==> src/rtl/mips_pkg.sv <==
// Shared types and constants for the unified-memory port arbiter.
package mips_pkg;

  // Arbiter FSM states: idle/arbitrating, or waiting on the RAM for one owner.
  typedef enum logic [1:0] {
    ARB_IDLE     = 2'd0,
    ARB_IF_BUSY  = 2'd1,
    ARB_MEM_BUSY = 2'd2
  } arb_state_t;

  localparam logic OWNER_IF  = 1'b0;
  localparam logic OWNER_MEM = 1'b1;

endpackage

==> src/rtl/arb_starve_cnt.sv <==
// Saturating counter of MEM grants made while IF was left waiting.
module arb_starve_cnt #(
  parameter int unsigned MAX_IF_WAIT = 4,
  localparam int unsigned CNT_W = $clog2(MAX_IF_WAIT + 1)
) (
  input  logic             clk,
  input  logic             rst,
  input  logic             inc_i,
  input  logic             clr_i,
  output logic             at_limit_o,
  output logic [CNT_W-1:0] cnt_o
);

  localparam logic [CNT_W-1:0] LIMIT = CNT_W'(MAX_IF_WAIT);

  logic [CNT_W-1:0] cnt_q;
  logic [CNT_W-1:0] cnt_d;

  // Next count: clear wins, otherwise count up and stick at the limit.
  always_comb begin
    cnt_d = cnt_q;
    if (clr_i) begin
      cnt_d = '0;
    end else if (inc_i && (cnt_q != LIMIT)) begin
      cnt_d = cnt_q + CNT_W'(1);
    end else begin
      cnt_d = cnt_q;
    end
  end

  // Counter register.
  always_ff @(posedge clk or negedge rst) begin
    if (!rst) begin
      cnt_q <= '0;
    end else begin
      cnt_q <= cnt_d;
    end
  end

  assign at_limit_o = (cnt_q == LIMIT);
  assign cnt_o      = cnt_q;

endmodule

==> src/rtl/mem_port_arbiter.sv <==
// Shares a single-ported unified RAM between the IF and MEM pipeline stages.
// MEM normally wins; IF is forced first after MAX_IF_WAIT consecutive MEM
// grants made while it was waiting. A fetched word is buffered while MEM is
// still outstanding so the same PC is not fetched twice.
module mem_port_arbiter
  import mips_pkg::*;
#(
  parameter int unsigned DATA_W      = 32,
  parameter int unsigned MAX_IF_WAIT = 4
) (
  input  logic              clk,
  input  logic              rst,
  input  logic              if_req,
  input  logic [DATA_W-1:0] if_addr,
  output logic [DATA_W-1:0] if_rdata,
  output logic              if_done,
  input  logic              mem_rd,
  input  logic              mem_wr,
  input  logic [DATA_W-1:0] mem_addr,
  input  logic [DATA_W-1:0] mem_wdata,
  output logic [DATA_W-1:0] mem_rdata,
  output logic              mem_done,
  output logic              ram_req,
  output logic              ram_we,
  output logic [DATA_W-1:0] ram_addr,
  output logic [DATA_W-1:0] ram_wdata,
  input  logic [DATA_W-1:0] ram_rdata,
  input  logic              ram_ack,
  output logic              stall,
  output logic              owner
);

  localparam int unsigned CNT_W = $clog2(MAX_IF_WAIT + 1);

  arb_state_t        state_q, state_d;
  logic              ram_req_q, ram_req_d;
  logic              ram_we_q, ram_we_d;
  logic [DATA_W-1:0] ram_addr_q, ram_addr_d;
  logic [DATA_W-1:0] ram_wdata_q, ram_wdata_d;
  logic [DATA_W-1:0] if_rdata_q, if_rdata_d;
  logic [DATA_W-1:0] mem_rdata_q, mem_rdata_d;
  logic              if_done_q, if_done_d;
  logic              mem_done_q, mem_done_d;
  logic              owner_q, owner_d;
  logic              if_buf_valid_q, if_buf_valid_d;

  logic              mem_pend_s, if_pend_s, force_if_s, done_any_s;
  logic              starve_inc_s, starve_clr_s, at_limit_s;
  logic [CNT_W-1:0]  starve_cnt_s;

  arb_starve_cnt #(.MAX_IF_WAIT(MAX_IF_WAIT)) u_starve (
    .clk        (clk),
    .rst        (rst),
    .inc_i      (starve_inc_s),
    .clr_i      (starve_clr_s),
    .at_limit_o (at_limit_s),
    .cnt_o      (starve_cnt_s)
  );

  // The done pulse masks the request that has just been satisfied.
  assign mem_pend_s = (mem_rd | mem_wr) & ~mem_done_q;
  assign if_pend_s  = if_req & ~if_done_q & ~if_buf_valid_q;
  assign force_if_s = if_pend_s & at_limit_s;
  assign done_any_s = if_done_q | mem_done_q;
  assign stall      = mem_pend_s | if_pend_s;

  // Arbitration, RAM handshake and result capture.
  always_comb begin
    state_d        = state_q;
    ram_req_d      = ram_req_q;
    ram_we_d       = ram_we_q;
    ram_addr_d     = ram_addr_q;
    ram_wdata_d    = ram_wdata_q;
    if_rdata_d     = if_rdata_q;
    mem_rdata_d    = mem_rdata_q;
    if_done_d      = 1'b0;
    mem_done_d     = 1'b0;
    owner_d        = owner_q;
    starve_inc_s   = 1'b0;
    starve_clr_s   = 1'b0;
    if_buf_valid_d = (if_buf_valid_q | if_done_q) & stall;
    case (state_q)
      ARB_IDLE: begin
        // No new grant in a done cycle: requests seen there are stale.
        if (!done_any_s && mem_pend_s && !force_if_s) begin
          state_d      = ARB_MEM_BUSY;
          ram_req_d    = 1'b1;
          ram_we_d     = mem_wr;
          ram_addr_d   = mem_addr;
          ram_wdata_d  = mem_wdata;
          owner_d      = OWNER_MEM;
          starve_inc_s = if_pend_s;
        end else if (!done_any_s && if_pend_s) begin
          state_d      = ARB_IF_BUSY;
          ram_req_d    = 1'b1;
          ram_we_d     = 1'b0;
          ram_addr_d   = if_addr;
          owner_d      = OWNER_IF;
          starve_clr_s = 1'b1;
        end else begin
          state_d = ARB_IDLE;
        end
      end
      ARB_IF_BUSY: begin
        if (ram_ack) begin
          state_d    = ARB_IDLE;
          ram_req_d  = 1'b0;
          ram_we_d   = 1'b0;
          if_rdata_d = ram_rdata;
          if_done_d  = 1'b1;
        end else begin
          state_d = ARB_IF_BUSY;
        end
      end
      ARB_MEM_BUSY: begin
        if (ram_ack) begin
          state_d    = ARB_IDLE;
          ram_req_d  = 1'b0;
          ram_we_d   = 1'b0;
          mem_done_d = 1'b1;
          if (!ram_we_q) begin
            mem_rdata_d = ram_rdata;
          end else begin
            mem_rdata_d = mem_rdata_q;
          end
        end else begin
          state_d = ARB_MEM_BUSY;
        end
      end
      default: begin
        state_d   = ARB_IDLE;
        ram_req_d = 1'b0;
        ram_we_d  = 1'b0;
      end
    endcase
  end

  // State and output registers; reset aborts any access in flight.
  always_ff @(posedge clk or negedge rst) begin
    if (!rst) begin
      state_q        <= ARB_IDLE;
      ram_req_q      <= 1'b0;
      ram_we_q       <= 1'b0;
      ram_addr_q     <= '0;
      ram_wdata_q    <= '0;
      if_rdata_q     <= '0;
      mem_rdata_q    <= '0;
      if_done_q      <= 1'b0;
      mem_done_q     <= 1'b0;
      owner_q        <= OWNER_IF;
      if_buf_valid_q <= 1'b0;
    end else begin
      state_q        <= state_d;
      ram_req_q      <= ram_req_d;
      ram_we_q       <= ram_we_d;
      ram_addr_q     <= ram_addr_d;
      ram_wdata_q    <= ram_wdata_d;
      if_rdata_q     <= if_rdata_d;
      mem_rdata_q    <= mem_rdata_d;
      if_done_q      <= if_done_d;
      mem_done_q     <= mem_done_d;
      owner_q        <= owner_d;
      if_buf_valid_q <= if_buf_valid_d;
    end
  end

  assign ram_req   = ram_req_q;
  assign ram_we    = ram_we_q;
  assign ram_addr  = ram_addr_q;
  assign ram_wdata = ram_wdata_q;
  assign if_rdata  = if_rdata_q;
  assign mem_rdata = mem_rdata_q;
  assign if_done   = if_done_q;
  assign mem_done  = mem_done_q;
  assign owner     = owner_q;

endmodule

==> config.mk <==
export PLATFORM = sky130hd
export DESIGN_NAME = mem_port_arbiter
export DESIGN_NICKNAME = d
export VERILOG_FILES = /design/src/rtl/mips_pkg.sv /design/src/rtl/arb_starve_cnt.sv /design/src/rtl/mem_port_arbiter.sv
export SDC_FILE = /design/constraint.sdc
export NUM_CORES = 1
export LEC_CHECK = 0
export BUFFER_PORTS_ARGS = -buffer_cell sky130_fd_sc_hd__buf_2
export CAP_MARGIN = 40
export CORE_ASPECT_RATIO = 1.5
export CORE_MARGIN = 8
export CORE_UTILIZATION = 48
export CTS_BUF_LIST = sky130_fd_sc_hd__clkbuf_4
export DETAILED_ROUTE_END_ITERATION = 8
export GPL_ROUTABILITY_DRIVEN = 0
export PLACE_DENSITY = 0.89
export RECOVER_POWER = 25
export SLEW_MARGIN = 30
export SYNTH_ARGS = -nofsm -noshare
export SYNTH_HDL_FRONTEND = slang
export SYNTH_SLANG_ARGS = --single-unit
==> constraint.sdc <==
create_clock -name clk -period 3.05 [get_ports clk]
set_input_delay 0.61 -clock clk [delete_from_list [all_inputs] [get_ports clk]]
set_output_delay 0.61 -clock clk [all_outputs]
set_load 0.01 [all_outputs]
Yosys cells after proc, flatten, opt, wreduce, memory -nomap -nowiden --
Index checks and enable logic that the tools add are counted.
Cells by class: $add $sub $neg 1, equal/unequal tests 6, mux-type cells 25, bitwise operators 13, reduce and logical (&&, ||, !) cells 15
Operators with widths (count):
- 32-bit 2-to-1 mux | 2
- 1-bit 2-to-1 mux | 16
- 2-bit AND reduction | 4
- 3-bit 2-to-1 mux | 2
- 3-bit inequality test (second input constant) | 2
- 2-bit one-hot mux with 3 select lines | 1
- 1-bit bitwise AND | 5
- 1-bit logical AND | 4
- 2-bit 2-to-1 mux | 2
- 1-bit NOT | 4
- 1-bit OR | 4
- 1-bit one-hot mux with 2 select lines | 2
- 2-bit nonzero test | 2
- 3-bit by 1-bit adder with 3-bit output (second input constant) | 1
- 3-bit equality test (second input constant) | 1
- 3-bit AND reduction | 1
- 2-bit by 1-bit equality test with 1-bit output (second input constant) | 1
- 2-bit equality test (second input constant) | 1
- 1-bit zero test | 2
- 2-bit zero test | 1
- 2-bit by 1-bit inequality test with 1-bit output (second input constant) | 1
- 2-bit OR reduction | 1
Word-level totals: register bits 139, output and inout bits 134, word-level logic and storage cells 72

Longest topological paths before layout --
depth after elaboration 11, gate-level depth with buffers 9, depth with buffers taken out 6

Modules after synthesis --
Synthesis repeated with hierarchy kept, for this count alone.
Unflattened totals: cells, all modules 445, area total of the unflattened synthesis 6024.5 µm²
By module, submodules not included:
- mem_port_arbiter | times used 1, cells each 427, area each 5826.8 µm², sequential area each 3403.3 µm²
- arb_starve_cnt | times used 1, cells each 18, area each 197.7 µm², sequential area each 75.1 µm²

Least setup slack after synthesis --
OpenSTA, ideal clock, no wires.
path type flip-flop to flip-flop, start point reg state_q[0], end point reg ram_wdata_q[12], in the netlist ram_wdata[12], setup time 0.125 ns, arrival time 2.085 ns, data required time 2.925 ns, path slack 0.840 ns, cell stages (with the launch flop) 8, path through dfrtp_1 > inv_1 > ha_1 > buf_4 > or3b_4 > a311oi_4 > buf_6 > mux2_4
Between the ends: cells in the longest elaborated chain, start to end 2
RTL lines:
- start: declaration | line mem_port_arbiter.sv:35 | arb_state_t state_q, state_d;
- start signal: assignment | line mem_port_arbiter.sv:153 | state_q <= state_d;
- 2-bit zero test | line mem_port_arbiter.sv:82 | case (state_q)
- 2-bit AND reduction (no source line)
- end signal: assignment | line mem_port_arbiter.sv:157 | ram_wdata_q <= ram_wdata_d;
- end: declaration | line mem_port_arbiter.sv:39 | logic [DATA_W-1:0] ram_wdata_q, ram_wdata_d;
No other way between the ends. A chain may end at the register's enable or synchronous reset.

Worst setup path in the final report --
start point reg state_q[0], end point reg ram_wdata_q[8], in the netlist ram_wdata[8]
The elaborated chain is that of the path after synthesis.

==> results_dict.tcl <==
set metrics [dict create \
    drt-vias-per-instance 5.24 \
    clockBufferDepth 2 \
    top_layer_used "met5" \
    skew_ns 0.0163 \
    die-area_mm2 0.0159 \
    numCtsBuffers 17 \
    io_pins 268 \
    synth_seq_cells 139 \
    ys_seq_area_share_pct 60.0 \
    drive_above_1_share_pct 55.2 \
    fillers 926 \
    grt_max_degree 62 \
    outcome "finished with violations" \
    grt_pass1_vias 4980 \
    row_count 49 \
    die_x_um 106 \
    drt_iter0_drc 113 \
    coreArea_mm2 0.0119 \
    grtUsageTotal_pct 20.2 \
    ant_nets 0 \
    syn2layout_area_growth_pct 30.2 \
    violations "max-capacitance violations, max-slew violations" \
    drt-met1-wl_um 5710 \
    cts_hold_buf 0 \
    ys_warn_count 0 \
    pwr_density_cell_mw_per_mm2 1080 \
    drv_cap 1 \
    tns_ns 0 \
    p_total_uw 8140 \
    clockRootBuffer "clkbuf_4" \
    slew_violations 61 \
    crit_required_ns 3.44 \
    postSynthAreaPerCell_um2 13.2 \
    nets 848 \
    cp-end-kind "flip-flop" \
    regArea_mm2 0.00348 \
    syn_area_mm2 0.00580 \
    crit_type "reg2reg" \
    hold_viol 0 \
    start_util_pct 48.8 \
    insertion_delay_ns 0.50 \
    max_slew_margin_pct -2.28 \
    dr_total_vias 4582 \
    wl_per_cell_um 18.6 \
    ys_types 32 \
    startpoint_type "flip-flop" \
    cts.htree.levels 4 \
    layout_common_cells "buf_2 (266), dfrtp_1 (139), mux2_2 (67)" \
    worstPathArrival_ns 2.95 \
    hold_path_class "in2reg" \
    portBuffers 267 \
    final_util_pct 63.5 \
    met3_length_um 1440 \
    netlist_instances 441 \
    clkTransAtPathRegs_ns 0.13 \
    final.min_clock_period_ns 2.56 \
    globalRoute.totalOverflow 0 \
    grt_antenna_before_repair 1 \
    fin_ws_ns 0.489 \
    setup_viol 0 \
    wl_um 16300 \
    cts_resized 0 \
    diodes 0 \
    timing.final.crit_share_pct 84.0 \
    post_cts_buffers 0 \
    multiInputGateArea_mm2 0.00206 \
    fmax_ghz 0.391 \
    cts.sinks 139 \
    synthesis.nets 581 \
    leakagePower_uw 0.00382 \
    grt_pass1_wl_um 25500 \
    cp_max_fo 34 \
    worst_pin_slew_ns 1.53 \
    die_h_um 151 \
    drc 0 \
    met2WireLength_um 8550 \
    first_pass_iters 4 \
    preCtsSetupSlack_ns 0.520 \
    cts_tree "yes" \
    rsz0062_at_grt "no" \
    hpwl_um 12600 \
    layout_commonest_cell "buf_2" \
    vdd_drop_max_v 0.000525 \
]
sequential cells by signal, summed over array words and instances (netlist names):
name and cells:
if_buf_valid_q 1, if_done 1, if_rdata 32, mem_done 1, mem_rdata 32, owner 1
ram_addr 32, ram_req 1, ram_wdata 32, ram_we 1, state_q 2, u_starve.cnt_o 3
metrics by stage:
stage | cell area (µm²) | hold WS, ns | instances
after floorplan | 5800 | 0.314 | 441
after global placement | 7310 | 0.462 | 841
after detailed placement | 7320 | 0.472 | 842
after CTS | 7560 | 0.0232 | 874
after global routing | 7550 | 0.239 | 874
final | 7550 | 0.302 | 874
final cells by class:
class | instances | area share, %
timing repair buffer | 276 | 19.0
multi-input combinational | 235 | 27.3
inverter | 39 | 1.94
clock buffer | 17 | 1.69
sequential | 139 | 46.1
tap | 153 | 2.53
clock inverter | 15 | 1.51
cell usage after synthesis, drive strengths merged:
master     n  share of area [%]
nor2b      2               0.22
nand2b     3               0.32
mux2      96                 20
a211oi     1               0.13
a21o       2               0.26
nand2      3               0.19
nor2      38                2.5
buf       15                1.5
or3b       1               0.19
a2bb2oi    1               0.15
a311oi    34                5.5
o22ai      1               0.11
dfrtp    139                 60
a21oi      1              0.086
nor3      33                2.8
clkbuf    13               0.84
o22a       1               0.15
nand4b     2               0.30
o21ai      2               0.17
and2       1               0.11
nand3      5               0.43
ha         6                1.3
or2        1               0.11
nand3b     1               0.13
inv       39                2.5
worst max-delay path, cell delays in order, from the launching register on:
cell	delay, ns
dfrtp_1	0.42
inv_1	0.09
ha_1	0.32
or3b_4	0.45
a311oi_4	0.26
buf_4	0.50
mux2_2	0.40
cells by family after synthesis:
group / after synthesis / synth area share (%)
AO/OA/AOI/OAI: 43 / 6.60
multiplexers: 96 / 19.9
buffers and inverters: 67 / 4.90
AND/OR/NAND/NOR: 90 / 7.31
adder cells (fa/ha/maj): 6 / 1.29
flip-flops: 139 / 60.0
power by group:
group	total, µW	switching (µW)	internal (µW)
clock network	1040	706	334
registers	3270	503	2760
logic	3840	2000	1830
routing by layer:
metal,track usage [%],vias up
li1,-,2073
met1,20.7,2229
met2,35.2,228
met3,8.23,50
met4,9.75,2
met5,0,-
worst paths after layout:
path	start	to	slack, ns	cells after the start
min in group asynchronous	rst	ram_wdata[22]$_DFFE_PN0P_	0.46	1
max in group asynchronous	rst	ram_addr[22]$_DFFE_PN0P_	1.46	2
worst max register to register	state_q[0]$_DFF_PN0_	ram_wdata[8]$_DFFE_PN0P_	0.49	6
worst min-delay path	mem_wdata[3]	ram_wdata[3]$_DFFE_PN0P_	0.30	2
worst min register to register	owner$_DFFE_PN0P_	owner$_DFFE_PN0P_	0.50	1
worst max-delay path	state_q[0]$_DFF_PN0_	ram_wdata[8]$_DFFE_PN0P_	0.49	6
Power figures use the tool's default switching activity.
